`src/rtl/fetch_pkg.sv`:
```
// fetch_pkg: shared types and constants for the instruction fetch unit.
package fetch_pkg;
  typedef enum logic [1:0] {IDLE, REQ, HOLD} state_e;
  localparam logic [31:0] RESET_PC = 32'h0000_0000;
  localparam int FETCH_TIMEOUT = 15;
  localparam int CNT_W = 4;
  localparam logic [CNT_W-1:0] TIMEOUT_CNT = CNT_W'(FETCH_TIMEOUT - 1);
  localparam int OP_HI = 31;
  localparam int OP_LO = 26;
  localparam int IMM_HI = 15;
  localparam int IMM_LO = 0;
  localparam int JIDX_HI = 25;
  localparam int JIDX_LO = 0;
endpackage

```
`src/rtl/fetch_next_pc.sv`:
```
// fetch_next_pc: sequential pc, branch/jump targets and jump-over-branch redirect select.
module fetch_next_pc
  import fetch_pkg::*;
(
  input  logic [31:0] pc,
  input  logic [31:0] instr,
  input  logic        jmp,
  input  logic        branch,
  input  logic        branch_taken,
  output logic [31:0] pc_plus4,
  output logic [31:0] redirect_pc
);
  logic [31:0] br_off;
  logic [31:0] br_tgt;
  logic [31:0] j_tgt;
  always_comb begin
    pc_plus4    = pc + 32'd4;
    br_off      = {{14{instr[IMM_HI]}}, instr[IMM_HI:IMM_LO], 2'b00};
    br_tgt      = pc + br_off;
    j_tgt       = {pc[31:28], instr[JIDX_HI:JIDX_LO], 2'b00};
    redirect_pc = jmp ? j_tgt : (branch && branch_taken) ? br_tgt : pc;
  end
endmodule

```
`src/rtl/fetch_unit.sv`:
```
// fetch_unit: IDLE/REQ/HOLD instruction fetch FSM with pc redirect and fetch timeout.
module fetch_unit
  import fetch_pkg::*;
(
  input  logic        clock,
  input  logic        resetN,
  input  logic        fetchReq,
  output logic [31:0] memAddr,
  output logic        memRead,
  input  logic        memReady,
  input  logic [31:0] memData,
  output logic [31:0] instr,
  output logic [5:0]  opcode,
  output logic        instrValid,
  output logic [31:0] pcOut,
  output logic [31:0] linkAddr,
  input  logic        pcWrite,
  input  logic        jmp,
  input  logic        branch,
  input  logic        branchTaken,
  output logic        memFault
);
  state_e             state_q, state_d;
  logic [31:0]        pc_q, pc_d;
  logic [31:0]        instr_q, instr_d;
  logic [CNT_W-1:0]   cnt_q, cnt_d;
  logic               fault_q, fault_d;
  logic [31:0]        pc_plus4;
  logic [31:0]        redirect_pc;

  fetch_next_pc u_next_pc (
    .pc          (pc_q),
    .instr       (instr_q),
    .jmp         (jmp),
    .branch      (branch),
    .branch_taken(branchTaken),
    .pc_plus4    (pc_plus4),
    .redirect_pc (redirect_pc)
  );

  always_ff @(posedge clock or negedge resetN) begin
    if (!resetN) begin
      state_q <= IDLE;
      pc_q    <= RESET_PC;
      instr_q <= '0;
      cnt_q   <= '0;
      fault_q <= 1'b0;
    end else begin
      state_q <= state_d;
      pc_q    <= pc_d;
      instr_q <= instr_d;
      cnt_q   <= cnt_d;
      fault_q <= fault_d;
    end
  end

  // A redirect in HOLD lands on the same edge as HOLD->REQ, so the next fetch uses it.
  always_comb begin
    state_d = state_q;
    pc_d    = pc_q;
    instr_d = instr_q;
    cnt_d   = cnt_q;
    fault_d = fault_q;
    unique case (state_q)
      IDLE: begin
        if (fetchReq) begin
          state_d = REQ;
          cnt_d   = '0;
          fault_d = 1'b0;
        end
      end
      REQ: begin
        if (memReady) begin
          state_d = HOLD;
          instr_d = memData;
          pc_d    = pc_plus4;
        end else if (cnt_q == TIMEOUT_CNT) begin
          state_d = IDLE;
          fault_d = 1'b1;
        end else begin
          cnt_d = cnt_q + 1'b1;
        end
      end
      HOLD: begin
        pc_d = pcWrite ? redirect_pc : pc_q;
        if (fetchReq) begin
          state_d = REQ;
          cnt_d   = '0;
        end
      end
      default: state_d = IDLE;
    endcase
  end

  always_comb begin
    memRead    = state_q == REQ;
    instrValid = state_q == HOLD;
    memAddr    = pc_q;
    pcOut      = pc_q;
    linkAddr   = pc_q;
    instr      = instr_q;
    opcode     = instr_q[OP_HI:OP_LO];
    memFault   = fault_q;
  end
endmodule

```
`config.mk`:
```
export PLATFORM = sky130hd
export DESIGN_NAME = fetch_unit
export DESIGN_NICKNAME = d
export VERILOG_FILES = /design/src/rtl/fetch_pkg.sv /design/src/rtl/fetch_next_pc.sv /design/src/rtl/fetch_unit.sv
export SDC_FILE = /design/constraint.sdc
export NUM_CORES = 1
export LEC_CHECK = 0
export ABC_CLOCK_PERIOD_IN_PS = 3400
export CORE_UTILIZATION = 49
export CTS_BUF_LIST = sky130_fd_sc_hd__clkbuf_4 sky130_fd_sc_hd__clkbuf_8
export DETAILED_ROUTE_END_ITERATION = 8
export GPL_TIMING_DRIVEN = 0
export HOLD_SLACK_MARGIN = 0.08
export PLACE_DENSITY_LB_ADDON = 0.3
export SETUP_SLACK_MARGIN = 0.02
export SLEW_MARGIN = 30
export SYNTH_ARGS = -nofsm -noshare
export SYNTH_HDL_FRONTEND = slang
export SYNTH_SLANG_ARGS = --single-unit
```
`constraint.sdc`:
```
create_clock -name clock -period 3.4 [get_ports clock]
set_input_delay 0.51 -clock clock [delete_from_list [all_inputs] [get_ports clock]]
set_output_delay 0.51 -clock clock [all_outputs]
set_load 0.005 [all_outputs]
```
==> results of run 1 <==
## through the flow
stage / TNS [ns] / hold WS (ns) / instances / total power [mW] / worst slack, ns
global placement: -40.91 / 0.521 / 974 / 7.20 / -0.591
finish: 0 / 0.0652 / 992 / 8.12 / 0.136
floorplan: 0 / 0.214 / 661 / 5.15 / 0.387
detailed placement: -0.842 / 0.478 / 975 / 7.39 / -0.165
CTS: 0 / 0.0834 / 992 / 8.05 / 0.0312
global route: 0 / 0.0965 / 992 / 8.69 / 0.0200
## how the worst max path moves through the flow
stage                start  slack [ns]            to
5_1_grt        linkAddr[2]        0.02  linkAddr[30]
3_5_place_dp    state_q[0]       -0.17  linkAddr[15]
2_1_floorplan  linkAddr[2]        0.39  linkAddr[30]
4_1_cts         state_q[0]        0.03  linkAddr[15]
3_3_place_gp        resetN       -0.59     instr[14]
6_report       linkAddr[2]        0.14  linkAddr[30]
## worst max-delay path: cells and delay by family (launching register included)
kind,cells,cell delay (ns)
AOI/OAI and AO/OA,6,1.39
adders and majority gates,2,0.68
and+or+nand+nor,2,0.58
DFF,1,0.50
## cells in the final DEF, fill, tap and decap left out, types with 4 or more instances in the layout
cell,n
clkdlybuf4s50_1,169
o211ai_1,4
and3_1,7
o21ai_0,32
nor2_1,51
clkbuf_8,11
a221oi_1,7
a31oi_1,7
a21o_1,12
nor3_1,9
ha_1,36
nand2_1,46
a211oi_1,12
xor2_1,10
nor2b_1,4
mux2_2,35
xnor2_1,15
conb_1,6
mux2i_1,11
o31ai_1,4
and4_1,6
clkbuf_1,11
dfrtp_1,67
nand4_1,4
a21oi_1,57
o22ai_1,12
buf_4,75
inv_1,15
nand3_1,27
## cell families after synthesis
group | count (synthesis)
and+or+nand+nor | 172
muxes | 46
buffers and inverters | 109
adders and majority gates | 37
other | 1
xor gates and xnor gates | 25
DFF | 69
AOI/OAI and AO/OA | 197
## cell type report
cell class	instances	area, sq um	share of cell area (%)
Buffer	94	658	8.31
Clock buffer	10	131	1.66
Clock inverter	6	40.0	0.505
Inverter	15	56.3	0.711
Multi-Input combinational cell	483	3400	42.9
Sequential cell	69	1730	21.8
Tap cell	143	179	2.26
Timing Repair Buffer	172	1730	21.8
## timing repair
| item | CTS | global route |
|---|---|---|
| endpoints found under the setup margin | 11 | 14 |
| pin swaps | 1 | 2 |
| resized for setup | 2 | 5 |
| setup buffers | 1 | 0 |
## routing by layer
metal | track usage (%) | up-vias | routed length [microns]
met4 | 10.7 | 0 | 459
met2 | 47.9 | 300 | 8580
met3 | 4.32 | 40 | 1380
met5 | 0 | - | 0
met1 | 35.1 | 2772 | 7070
li1 | - | 2722 | -
## sequential cells by signal, summed over array words and instances, names as in the netlist
register and count:
cnt_q 4, instr 32, linkAddr 30, state_q 2, memFault 1
## power by group through the flow
stage               combinational, mW  clock [mW]  sequential (mW)
floorplan                        3.49           0             1.66
global placement                 5.44           0             1.76
detailed placement               5.60           0             1.79
CTS                              5.64       0.622             1.78
global route                     6.17       0.659             1.86
finish                           5.71       0.618             1.80
==> metrics.txt, run 1 <==
# TYPE chip_impl_metric gauge
chip_impl_info{name="status",value="finished clean"} 1
chip_impl_info{name="cts_tree",value="done"} 1
chip_impl_info{name="timing.setup.critical_path_class",value="flip-flop to flip-flop"} 1
chip_impl_metric{name="routabilityCongestion",unit=""} 0.923
chip_impl_metric{name="grt_use_total",unit="%"} 27.8
chip_impl_metric{name="cts_htree_levels",unit=""} 3
chip_impl_metric{name="design.final.nets",unit=""} 921
chip_impl_metric{name="overflow",unit=""} 0
chip_impl_metric{name="critical_path_peak_fanout",unit=""} 10
chip_impl_metric{name="cts_sinks",unit=""} 69
chip_impl_metric{name="synth-edff-count",unit=""} 0
chip_impl_info{name="hold_path.class",value="input pin to async pin"} 1
chip_impl_metric{name="first_global_vias",unit=""} 5448
chip_impl_metric{name="power.ir.vdd_worst",unit="mV"} 0.557
chip_impl_metric{name="finalWirelength",unit="mm"} 17.5
chip_impl_info{name="clock_root_buffer",value="clkbuf_8"} 1
chip_impl_metric{name="grt_first_pass_wirelength",unit="mm"} 27.3
chip_impl_info{name="cell_chain_of_the_critical_path",value="ha_1, fa_2, a211oi_2, o211ai_2, a41oi_4, o211ai_4, a31oi_4, o2111ai_2, and4b_1, or3_1"} 1
chip_impl_metric{name="finalInstanceArea",unit="sq um"} 7920
chip_impl_metric{name="core_region_area",unit="sq um"} 11500
chip_impl_metric{name="post_synth.cell_area_avg",unit="sq um"} 8.86
chip_impl_metric{name="area_growth",unit="%"} 36.3
chip_impl_metric{name="detailed_placer_s_ending_hpwl",unit="mm"} 13.0
chip_impl_metric{name="antenna_left",unit=""} 0
chip_impl_metric{name="initial_antenna_violation_count",unit=""} 0
chip_impl_metric{name="max_clock_freq",unit="GHz"} 0.306
chip_impl_metric{name="ys_seq_area_share",unit="%"} 29.7
chip_impl_info{name="yosysMostFrequentCell",value="buf_4"} 1
chip_impl_metric{name="clk_path_buf_depth",unit=""} 2
chip_impl_metric{name="route.detailed.wl_per_inst",unit="microns"} 17.6
chip_impl_metric{name="postSynth.asyncResetShare",unit="%"} 100
chip_impl_metric{name="tritoncts.num_buffers",unit=""} 9
chip_impl_info{name="synth.largest_area_cell",value="dfrtp_1"} 1
chip_impl_metric{name="synth_simple_gate_area_share",unit="%"} 14.1
chip_impl_metric{name="share_comb_of_total_power",unit="%"} 70.3
chip_impl_info{name="synth_flop_cell",value="dfrtp_1"} 1
chip_impl_metric{name="die-height",unit="microns"} 111
chip_impl_metric{name="remaining_drc_errors",unit=""} 0
chip_impl_metric{name="switching_power_summed_over_all_nets",unit="mW"} 3.63
chip_impl_metric{name="dr_total_vias",unit=""} 5834
chip_impl_metric{name="sw_frac_of_total",unit="%"} 44.7
chip_impl_metric{name="buffer_ports.inserted",unit=""} 170
chip_impl_metric{name="adder_cell_area_share_of_the_yosys_netlist",unit="%"} 8.09
chip_impl_info{name="timing.critical_path.slowest_stage_cell",value="dfrtp_2"} 1
chip_impl_metric{name="power.density",unit="nW/um^2"} 1030
chip_impl_metric{name="synth_top_area_share",unit="%"} 29.7
chip_impl_metric{name="r2r.worst_path.cells",unit=""} 10
chip_impl_metric{name="initialDrtViolationCount",unit=""} 409
chip_impl_metric{name="synth_compound_gate_area_share",unit="%"} 23.4
chip_impl_info{name="worstReg2RegEnd",value="linkAddr[30]"} 1
chip_impl_info{name="end_kind",value="flip-flop"} 1
chip_impl_metric{name="placed_standard_cell_area",unit="sq um"} 7730
chip_impl_metric{name="synth-xor-area-share",unit="%"} 3.77
chip_impl_metric{name="clkPwrFrac",unit="%"} 7.6
chip_impl_info{name="main_combinational_cell_family_by_area_after_synthesis",value="compound AO/OA/AOI/OAI gates"} 1
chip_impl_metric{name="clock_latency",unit="ns"} 0.37
chip_impl_metric{name="drt-vias-per-instance",unit=""} 5.88
chip_impl_metric{name="top_level_ports",unit=""} 177
chip_impl_info{name="synth_top_cells_by_area",value="dfrtp_1, buf_4, ha_1"} 1
chip_impl_metric{name="regToRegSetupSlack",unit="ns"} 0.14
chip_impl_metric{name="cellLeakagePower",unit="nW"} 3.40
chip_impl_metric{name="endpoint_required_time_on_the_critical_path",unit="ns"} 3.65
chip_impl_metric{name="dr.pass1.iters",unit=""} 5
chip_impl_metric{name="chipWidth",unit="microns"} 111
chip_impl_info{name="rr_startpoint",value="linkAddr[2]"} 1
chip_impl_metric{name="clock_skew",unit="ns"} 0.0118
chip_impl_metric{name="ys_ff_latch",unit=""} 69
chip_impl_metric{name="period_needed",unit="ns"} 3.26
chip_impl_metric{name="synth_warnings",unit=""} 0
chip_impl_metric{name="maximum_number_of_pins_on_one_net_before_global_route_repair",unit=""} 41
chip_impl_metric{name="post_synth_mux_area_share",unit="%"} 8.67
chip_impl_metric{name="worst-slew-pin-transition",unit="ns"} 0.812
chip_impl_metric{name="p_seq_share",unit="%"} 22.1
chip_impl_info{name="worstSetupStartpointType",value="flip-flop"} 1
chip_impl_metric{name="syn-cell-area",unit="sq um"} 5810
chip_impl_metric{name="layout_cells_sized_above_1",unit="%"} 18.4
chip_impl_metric{name="die_area",unit="sq um"} 12300
chip_impl_metric{name="fillerInstances",unit=""} 928
chip_impl_info{name="synth.cells.most_frequent",value="buf_4, dfrtp_1, a21oi_1, nor2_1, nand2_1"} 1
chip_impl_metric{name="internal_power",unit="mW"} 4.49
chip_impl_metric{name="timing.critical_path.slowest_cell_delay",unit="ns"} 0.50
chip_impl_metric{name="cap_violations",unit=""} 0
chip_impl_metric{name="initial_core_util",unit="%"} 50.7
chip_impl_metric{name="final-hold-violation-count",unit=""} 0
chip_impl_metric{name="final_cycle_share",unit="%"} 96.0
chip_impl_metric{name="num_antenna_cells",unit=""} 0
chip_impl_metric{name="cts.hold.buffers_added",unit=""} 0
chip_impl_metric{name="clkTransAtPathRegs",unit="ns"} 0.09
chip_impl_metric{name="final-setup-viol-count",unit=""} 0
chip_impl_metric{name="max-slew-margin-rel",unit="%"} 45.8
chip_impl_metric{name="postSynthCellCount",unit=""} 656
chip_impl_metric{name="postLayoutCoreUtil",unit="%"} 69.1
chip_impl_metric{name="synthDistinctLibCells",unit=""} 72
chip_impl_metric{name="worst_path_arrival_time",unit="ns"} 3.52
chip_impl_info{name="setup_repair_after_global_routing_missed_its_margin",value="true"} 1
chip_impl_metric{name="slew_violations",unit=""} 0
chip_impl_metric{name="placement_rows",unit=""} 39
Note: power is estimated with default switching activity, not from simulation.
==> inputs of run 2 (changes only) <==
Settings changed: ABC_CLOCK_PERIOD_IN_PS 3400 to unset, CORE_ASPECT_RATIO set to 1.5, REMOVE_ABC_BUFFERS set to 1.
==> run 2 against run 1 <==
Net effect:
- clock power is 8.6% higher
- worst setup slack worse by 0.047 ns
- design area is 6.5% lower
- clock-buffer cell count fell by 1
- global-route usage shrank 2.1 points
- largest cell class unchanged
- worst hold slack better by 0.012 ns
- first-iteration DRC count shrank 24%
- sequential cell count stayed put
- critical path type unchanged
==> metrics.txt, run 2 (synthesis gave the netlist of run 1 again) <==
# TYPE chip_impl_metric gauge
chip_impl_info{name="status",value="finished clean"} 1
chip_impl_metric{name="top_level_ports",unit=""} 177
chip_impl_metric{name="first_global_vias",unit=""} 5282
chip_impl_metric{name="dp_cells",unit=""} 890
chip_impl_info{name="final_common_cell",value="clkdlybuf4s50_1"} 1
chip_impl_metric{name="grt_first_pass_wirelength",unit="mm"} 25.5
chip_impl_info{name="layout.cells.most_common_list",value="clkdlybuf4s50_1, dfrtp_1, a21oi_1"} 1
chip_impl_metric{name="maximum_number_of_pins_on_one_net_before_global_route_repair",unit=""} 40
chip_impl_metric{name="timing.setup.tns",unit="ns"} 0
chip_impl_metric{name="buffer_ports.inserted",unit=""} 170
chip_impl_info{name="timing.setup.critical_path_class",value="flip-flop to flip-flop"} 1
chip_impl_metric{name="final-hold-violation-count",unit=""} 0
chip_impl_metric{name="max_clock_freq",unit="GHz"} 0.302
chip_impl_metric{name="worst_path_arrival_time",unit="ns"} 3.55
chip_impl_metric{name="overall_power_consumption",unit="mW"} 7.76
chip_impl_metric{name="largest_register_ffs",unit=""} 32
chip_impl_metric{name="final-setup-viol-count",unit=""} 0
chip_impl_metric{name="die_area",unit="sq um"} 12300
chip_impl_metric{name="power.ir.vdd_worst",unit="mV"} 0.512
chip_impl_info{name="end_kind",value="flip-flop"} 1
chip_impl_metric{name="detailed_placer_s_ending_hpwl",unit="mm"} 11.9
chip_impl_metric{name="cts.hold.buffers_added",unit=""} 0
chip_impl_metric{name="slew_violations",unit=""} 0
chip_impl_metric{name="endpoint_required_time_on_the_critical_path",unit="ns"} 3.64
chip_impl_metric{name="tritoncts.num_buffers",unit=""} 9
chip_impl_metric{name="core_region_area",unit="sq um"} 11500
chip_impl_metric{name="routabilityCongestion",unit=""} 0.914
chip_impl_metric{name="dr.pass1.iters",unit=""} 5
chip_impl_metric{name="chipWidth",unit="microns"} 90.9
chip_impl_metric{name="power.density",unit="nW/um^2"} 1050
chip_impl_metric{name="clkTransAtPathRegs",unit="ns"} 0.08
chip_impl_metric{name="clock_skew",unit="ns"} 0.00611
chip_impl_metric{name="layout_setup_ws",unit="ns"} 0.0897
chip_impl_metric{name="die-height",unit="microns"} 135
chip_impl_metric{name="pre_cts_slack",unit="ns"} -0.635
chip_impl_metric{name="overflow",unit=""} 0
chip_impl_metric{name="area_growth",unit="%"} 27.4
chip_impl_info{name="cts_tree",value="done"} 1
chip_impl_metric{name="period_needed",unit="ns"} 3.31
chip_impl_metric{name="worst-slew-pin-transition",unit="ns"} 0.880
chip_impl_info{name="clock_root_buffer",value="clkbuf_8"} 1
chip_impl_metric{name="cellLeakagePower",unit="nW"} 3.02
chip_impl_info{name="setup_repair_after_global_routing_missed_its_margin",value="true"} 1
chip_impl_metric{name="critical_path_peak_fanout",unit=""} 10
chip_impl_metric{name="clock_latency",unit="ns"} 0.36
chip_impl_metric{name="antenna_left",unit=""} 0
chip_impl_metric{name="cts_htree_levels",unit=""} 3
chip_impl_info{name="worstSetupStartpointType",value="flip-flop"} 1
chip_impl_metric{name="cts_sinks",unit=""} 69
chip_impl_info{name="hold_path.class",value="input pin to async pin"} 1
chip_impl_metric{name="remaining_drc_errors",unit=""} 0
chip_impl_metric{name="route.detailed.wl_per_inst",unit="microns"} 17.9
chip_impl_metric{name="design.final.nets",unit=""} 832
chip_impl_metric{name="final_instance_count_without_filler_cells",unit=""} 909
chip_impl_metric{name="drt-vias-per-instance",unit=""} 5.99
chip_impl_metric{name="grt_use_total",unit="%"} 25.8
chip_impl_metric{name="dr_total_vias",unit=""} 5448
chip_impl_metric{name="clk_path_buf_depth",unit=""} 2
chip_impl_metric{name="placement_rows",unit=""} 48
chip_impl_metric{name="initial_core_util",unit="%"} 50.4
chip_impl_metric{name="layout_cells_sized_above_1",unit="%"} 11.1
chip_impl_metric{name="num_antenna_cells",unit=""} 0
chip_impl_metric{name="final_cycle_share",unit="%"} 97.4
chip_impl_metric{name="cap_violations",unit=""} 0
chip_impl_metric{name="initial_antenna_violation_count",unit=""} 0
chip_impl_metric{name="max-slew-margin-rel",unit="%"} 40.9
chip_impl_metric{name="initialDrtViolationCount",unit=""} 312
chip_impl_metric{name="finalWirelength",unit="mm"} 16.3
==> run 2: report_power, final <==
| part | switching (mW) | internal, mW |
|---|---|---|
| logic | 2.57 | 2.75 |
| registers | 0.596 | 1.18 |
| clock network | 0.337 | 0.334 |
| total | 3.50 | 4.26 |
==> run 2: final cells by class <==
type,instances,area [sq um]
Multi-Input combinational cell,483,3440
Tap cell,150,188
Inverter,15,60.1
Sequential cell,69,1730
Timing Repair Buffer,177,1800
Clock inverter,6,63.8
Fill cell,981,4130
Clock buffer,9,124
==> run 2: worst max-delay path, cell delays in order, from the launching register on <==
cell,delay (ns)
dfrtp_2,0.48
ha_1,0.25
fa_1,0.45
a211oi_2,0.30
o211ai_2,0.19
a41oi_4,0.33
o211ai_4,0.13
a31oi_4,0.28
o2111ai_2,0.20
and4b_1,0.22
or3_1,0.36
==> run 2: metrics by stage <==
stage | hold WS, ns | area, sq um | util (%)
CTS | 0.0941 | 7380 | 64.0
floorplan | 0.214 | 5180 | -
finish | 0.0767 | 7410 | 64.2
detailed placement | 0.474 | 7150 | 62.0
global route | 0.0986 | 7410 | 64.2
global placement | 0.513 | 7070 | 61.3
==> run 2: worst paths after layout <==
path,startpoint,end,slack (ns),cells after the start
hold reg to reg,instr[21],instr[21],0.53,1
setup / recovery,linkAddr[2],linkAddr[30],0.09,10
min in group clock,instr[21],instr[21],0.53,1
setup reg to reg,linkAddr[2],linkAddr[30],0.09,10
max in group asynchronous,resetN,linkAddr[24],2.78,2
hold / removal,resetN,instr[17],0.08,1
==> run 2: timing repair <==
action,in CTS,in global routing
setup buffers,3,1
setup endpoints to repair,24,4
pin swaps,1,2
resized for setup,4,5
==> run 2: layer usage <==
layer	share of wire, %	vias to the layer above	global-route usage [%]
met2	54	200	48.1
met3	4.9	53	4.60
met4	3.6	0	14.1
met1	38	2657	27.3
li1	-	2538	-
met5	0	-	0
==> inputs of run 3 (changes only) <==
Settings changed: PLACE_DENSITY set to 0.83, PLACE_DENSITY_LB_ADDON 0.3 to unset.
Clock period 3.4 ns to 3.1 ns, I/O delays scaled along.
==> run 3 against run 2 <==
Net effect:
- global-route usage increased by 0.72 points
- clock-buffer cell count increased by 2
- sequential power grew 9.6%
- first-iteration DRC count rose by 24%
- cell count grew 1.2%
- total power rose by 14%
- maximum frequency is 10% higher
- sequential share of layout area decreased by 0.44 points
- worst hold slack improved by 0.45 ns
- largest cell class unchanged
- largest power group unchanged
- highest routed layer unchanged
==> metrics.txt, run 3 (synthesis gave the netlist of run 1 again) <==
# TYPE chip_impl_metric gauge
chip_impl_metric{name="final-hold-violation-count",unit=""} 0
chip_impl_info{name="worstReg2RegEnd",value="linkAddr[28]"} 1
chip_impl_metric{name="clock_latency",unit="ns"} 0.37
chip_impl_metric{name="initialDrtViolationCount",unit=""} 386
chip_impl_metric{name="tritoncts.num_buffers",unit=""} 9
chip_impl_metric{name="drt-vias-per-instance",unit=""} 6.11
chip_impl_info{name="cell_chain_of_the_critical_path",value="ha_4, fa_2, a211oi_4, o211ai_2, a41oi_4, o211ai_4, a31oi_4, buf_4, nor2_1, a2111oi_0, o21ai_0"} 1
chip_impl_metric{name="grt_first_pass_wirelength",unit="mm"} 26.1
chip_impl_metric{name="route.detailed.wl_per_inst",unit="microns"} 18.0
chip_impl_metric{name="finalWirelength",unit="mm"} 16.6
chip_impl_info{name="hold_path.class",value="flip-flop to flip-flop"} 1
chip_impl_metric{name="cts_htree_levels",unit=""} 3
chip_impl_metric{name="worst-slew-pin-transition",unit="ns"} 0.942
chip_impl_info{name="hold-path-endpoint",value="instr[29]"} 1
chip_impl_metric{name="postLayoutCoreUtil",unit="%"} 65.6
chip_impl_info{name="rr_startpoint",value="linkAddr[2]"} 1
chip_impl_metric{name="power.ir.vdd_worst",unit="mV"} 0.514
chip_impl_metric{name="buffer_ports.inserted",unit=""} 170
chip_impl_metric{name="dp_cells",unit=""} 890
chip_impl_metric{name="cp_num_buf_inv",unit=""} 1
chip_impl_info{name="end_kind",value="flip-flop"} 1
chip_impl_metric{name="num_antenna_cells",unit=""} 0
chip_impl_metric{name="antenna_left",unit=""} 0
chip_impl_metric{name="period_needed",unit="ns"} 3.00
chip_impl_metric{name="timing.critical_path.slowest_cell_delay",unit="ns"} 0.43
chip_impl_metric{name="clock_skew",unit="ns"} 0.0105
chip_impl_metric{name="top_level_ports",unit=""} 177
chip_impl_metric{name="cts_sinks",unit=""} 69
chip_impl_info{name="timing.setup.critical_path_class",value="flip-flop to flip-flop"} 1
chip_impl_metric{name="critical_path_peak_fanout",unit=""} 3
chip_impl_info{name="cts_tree",value="done"} 1
chip_impl_metric{name="die_area",unit="sq um"} 12300
chip_impl_info{name="status",value="finished clean"} 1
chip_impl_metric{name="cellLeakagePower",unit="nW"} 3.11
chip_impl_metric{name="final_cycle_share",unit="%"} 96.8
chip_impl_metric{name="dr_total_vias",unit=""} 5624
chip_impl_metric{name="core_region_area",unit="sq um"} 11500
chip_impl_metric{name="area_growth",unit="%"} 30.1
chip_impl_metric{name="chipWidth",unit="microns"} 90.9
chip_impl_info{name="setup_repair_after_global_routing_missed_its_margin",value="true"} 1
chip_impl_metric{name="regToRegSetupSlack",unit="ns"} 0.1
chip_impl_metric{name="design.final.nets",unit=""} 842
chip_impl_metric{name="timing.setup.tns",unit="ns"} 0
chip_impl_metric{name="endpoint_required_time_on_the_critical_path",unit="ns"} 3.34
chip_impl_metric{name="overflow",unit=""} 0
chip_impl_metric{name="final_instance_count_without_filler_cells",unit=""} 920
chip_impl_metric{name="remaining_drc_errors",unit=""} 0
chip_impl_metric{name="power.density",unit="nW/um^2"} 1160
chip_impl_metric{name="detailed_placer_s_ending_hpwl",unit="mm"} 11.7
chip_impl_metric{name="worst_path_arrival_time",unit="ns"} 3.24
chip_impl_info{name="worstSetupStartpointType",value="flip-flop"} 1
chip_impl_metric{name="max_clock_freq",unit="GHz"} 0.333
chip_impl_metric{name="first_global_vias",unit=""} 5405
chip_impl_metric{name="final-setup-viol-count",unit=""} 0
chip_impl_metric{name="initial_core_util",unit="%"} 50.4
chip_impl_metric{name="largest_register_ffs",unit=""} 32
chip_impl_info{name="clock_root_buffer",value="clkbuf_8"} 1
chip_impl_info{name="layout.cells.most_common_list",value="clkdlybuf4s50_1, dfrtp_1, a21oi_1"} 1
chip_impl_metric{name="maximum_number_of_pins_on_one_net_before_global_route_repair",unit=""} 40
chip_impl_metric{name="cap_violations",unit=""} 0
chip_impl_metric{name="placement_rows",unit=""} 48
chip_impl_metric{name="clk_path_buf_depth",unit=""} 2
chip_impl_metric{name="initial_antenna_violation_count",unit=""} 0
chip_impl_info{name="cpLargestDelayFamily",value="compound AO/OA/AOI/OAI gates"} 1
chip_impl_info{name="final_common_cell",value="clkdlybuf4s50_1"} 1
chip_impl_metric{name="clkTransAtPathRegs",unit="ns"} 0.08
chip_impl_metric{name="routabilityCongestion",unit=""} 0.961
chip_impl_metric{name="layout_cells_sized_above_1",unit="%"} 13.0
chip_impl_metric{name="r2r.worst_path.cells",unit=""} 11
chip_impl_info{name="hold_path_startpoint",value="instr[29]"} 1
chip_impl_metric{name="die-height",unit="microns"} 135
chip_impl_metric{name="max-slew-margin-rel",unit="%"} 37.2
chip_impl_metric{name="timing.hold.worst_path_depth",unit=""} 1
chip_impl_info{name="timing.critical_path.slowest_stage_cell",value="dfrtp_2"} 1
chip_impl_metric{name="grt_use_total",unit="%"} 26.5
chip_impl_metric{name="dr.pass1.iters",unit=""} 5
chip_impl_metric{name="slew_violations",unit=""} 0
run 3: worst max path at each step:
stage,start,endpoint,slack [ns],cells past startpoint
6_report,linkAddr[2],linkAddr[28],0.1,11
2_1_floorplan,state_q[0],linkAddr[8],-0.46,8
5_1_grt,linkAddr[2],linkAddr[24],-0.03,11
3_5_place_dp,state_q[0],linkAddr[30],-0.88,9
3_3_place_gp,jmp,linkAddr[8],-2.28,6
4_1_cts,instr[0],linkAddr[30],0.03,10
run 3: what timing repair did:
action	4_1_cts	5_1_grt
endpoints found under the setup margin	30	7
pin swaps	3	11
hold endpoints to repair	30	0
hold buffers	1	0
gates resized for setup	10	8
buffers inserted	6	7
run 3: stage by stage:
step	hold WS (ns)	total power [mW]	setup WS (ns)	instance area, sq um
after floorplan	0.169	5.10	-0.456	5180
after global placement	0.512	7.24	-2.28	7070
after detailed placement	0.436	7.54	-0.883	7140
after CTS	0.532	8.57	0.0341	7460
after global routing	0.540	9.44	-0.0298	7570
final	0.531	8.81	0.0981	7570
run 3: cell type report:
cell class	instances	area, sq um
clock buffer	11	145
clock inverter	5	82.6
fill	885	3970
inverter	15	60.1
multi-input combinational	483	3490
sequential	69	1730
tap	150	188
timing repair buffer	187	1870
run 3: where the power goes:
group	internal [mW]	switching (mW)	total [mW]
sequential	1.30	0.649	1.94
clock	0.487	0.376	0.863
combinational	3.10	2.90	6.00
run 3: layer usage:
| layer | routed length (microns) | global-route usage (%) | part of all wire (%) |
|---|---|---|---|
| met5 | 0 | 0 | 0 |
| met4 | 673 | 13.8 | 4.1 |
| met3 | 1090 | 4.26 | 6.5 |
| met2 | 8780 | 49.5 | 53 |
| met1 | 6020 | 28.7 | 36 |
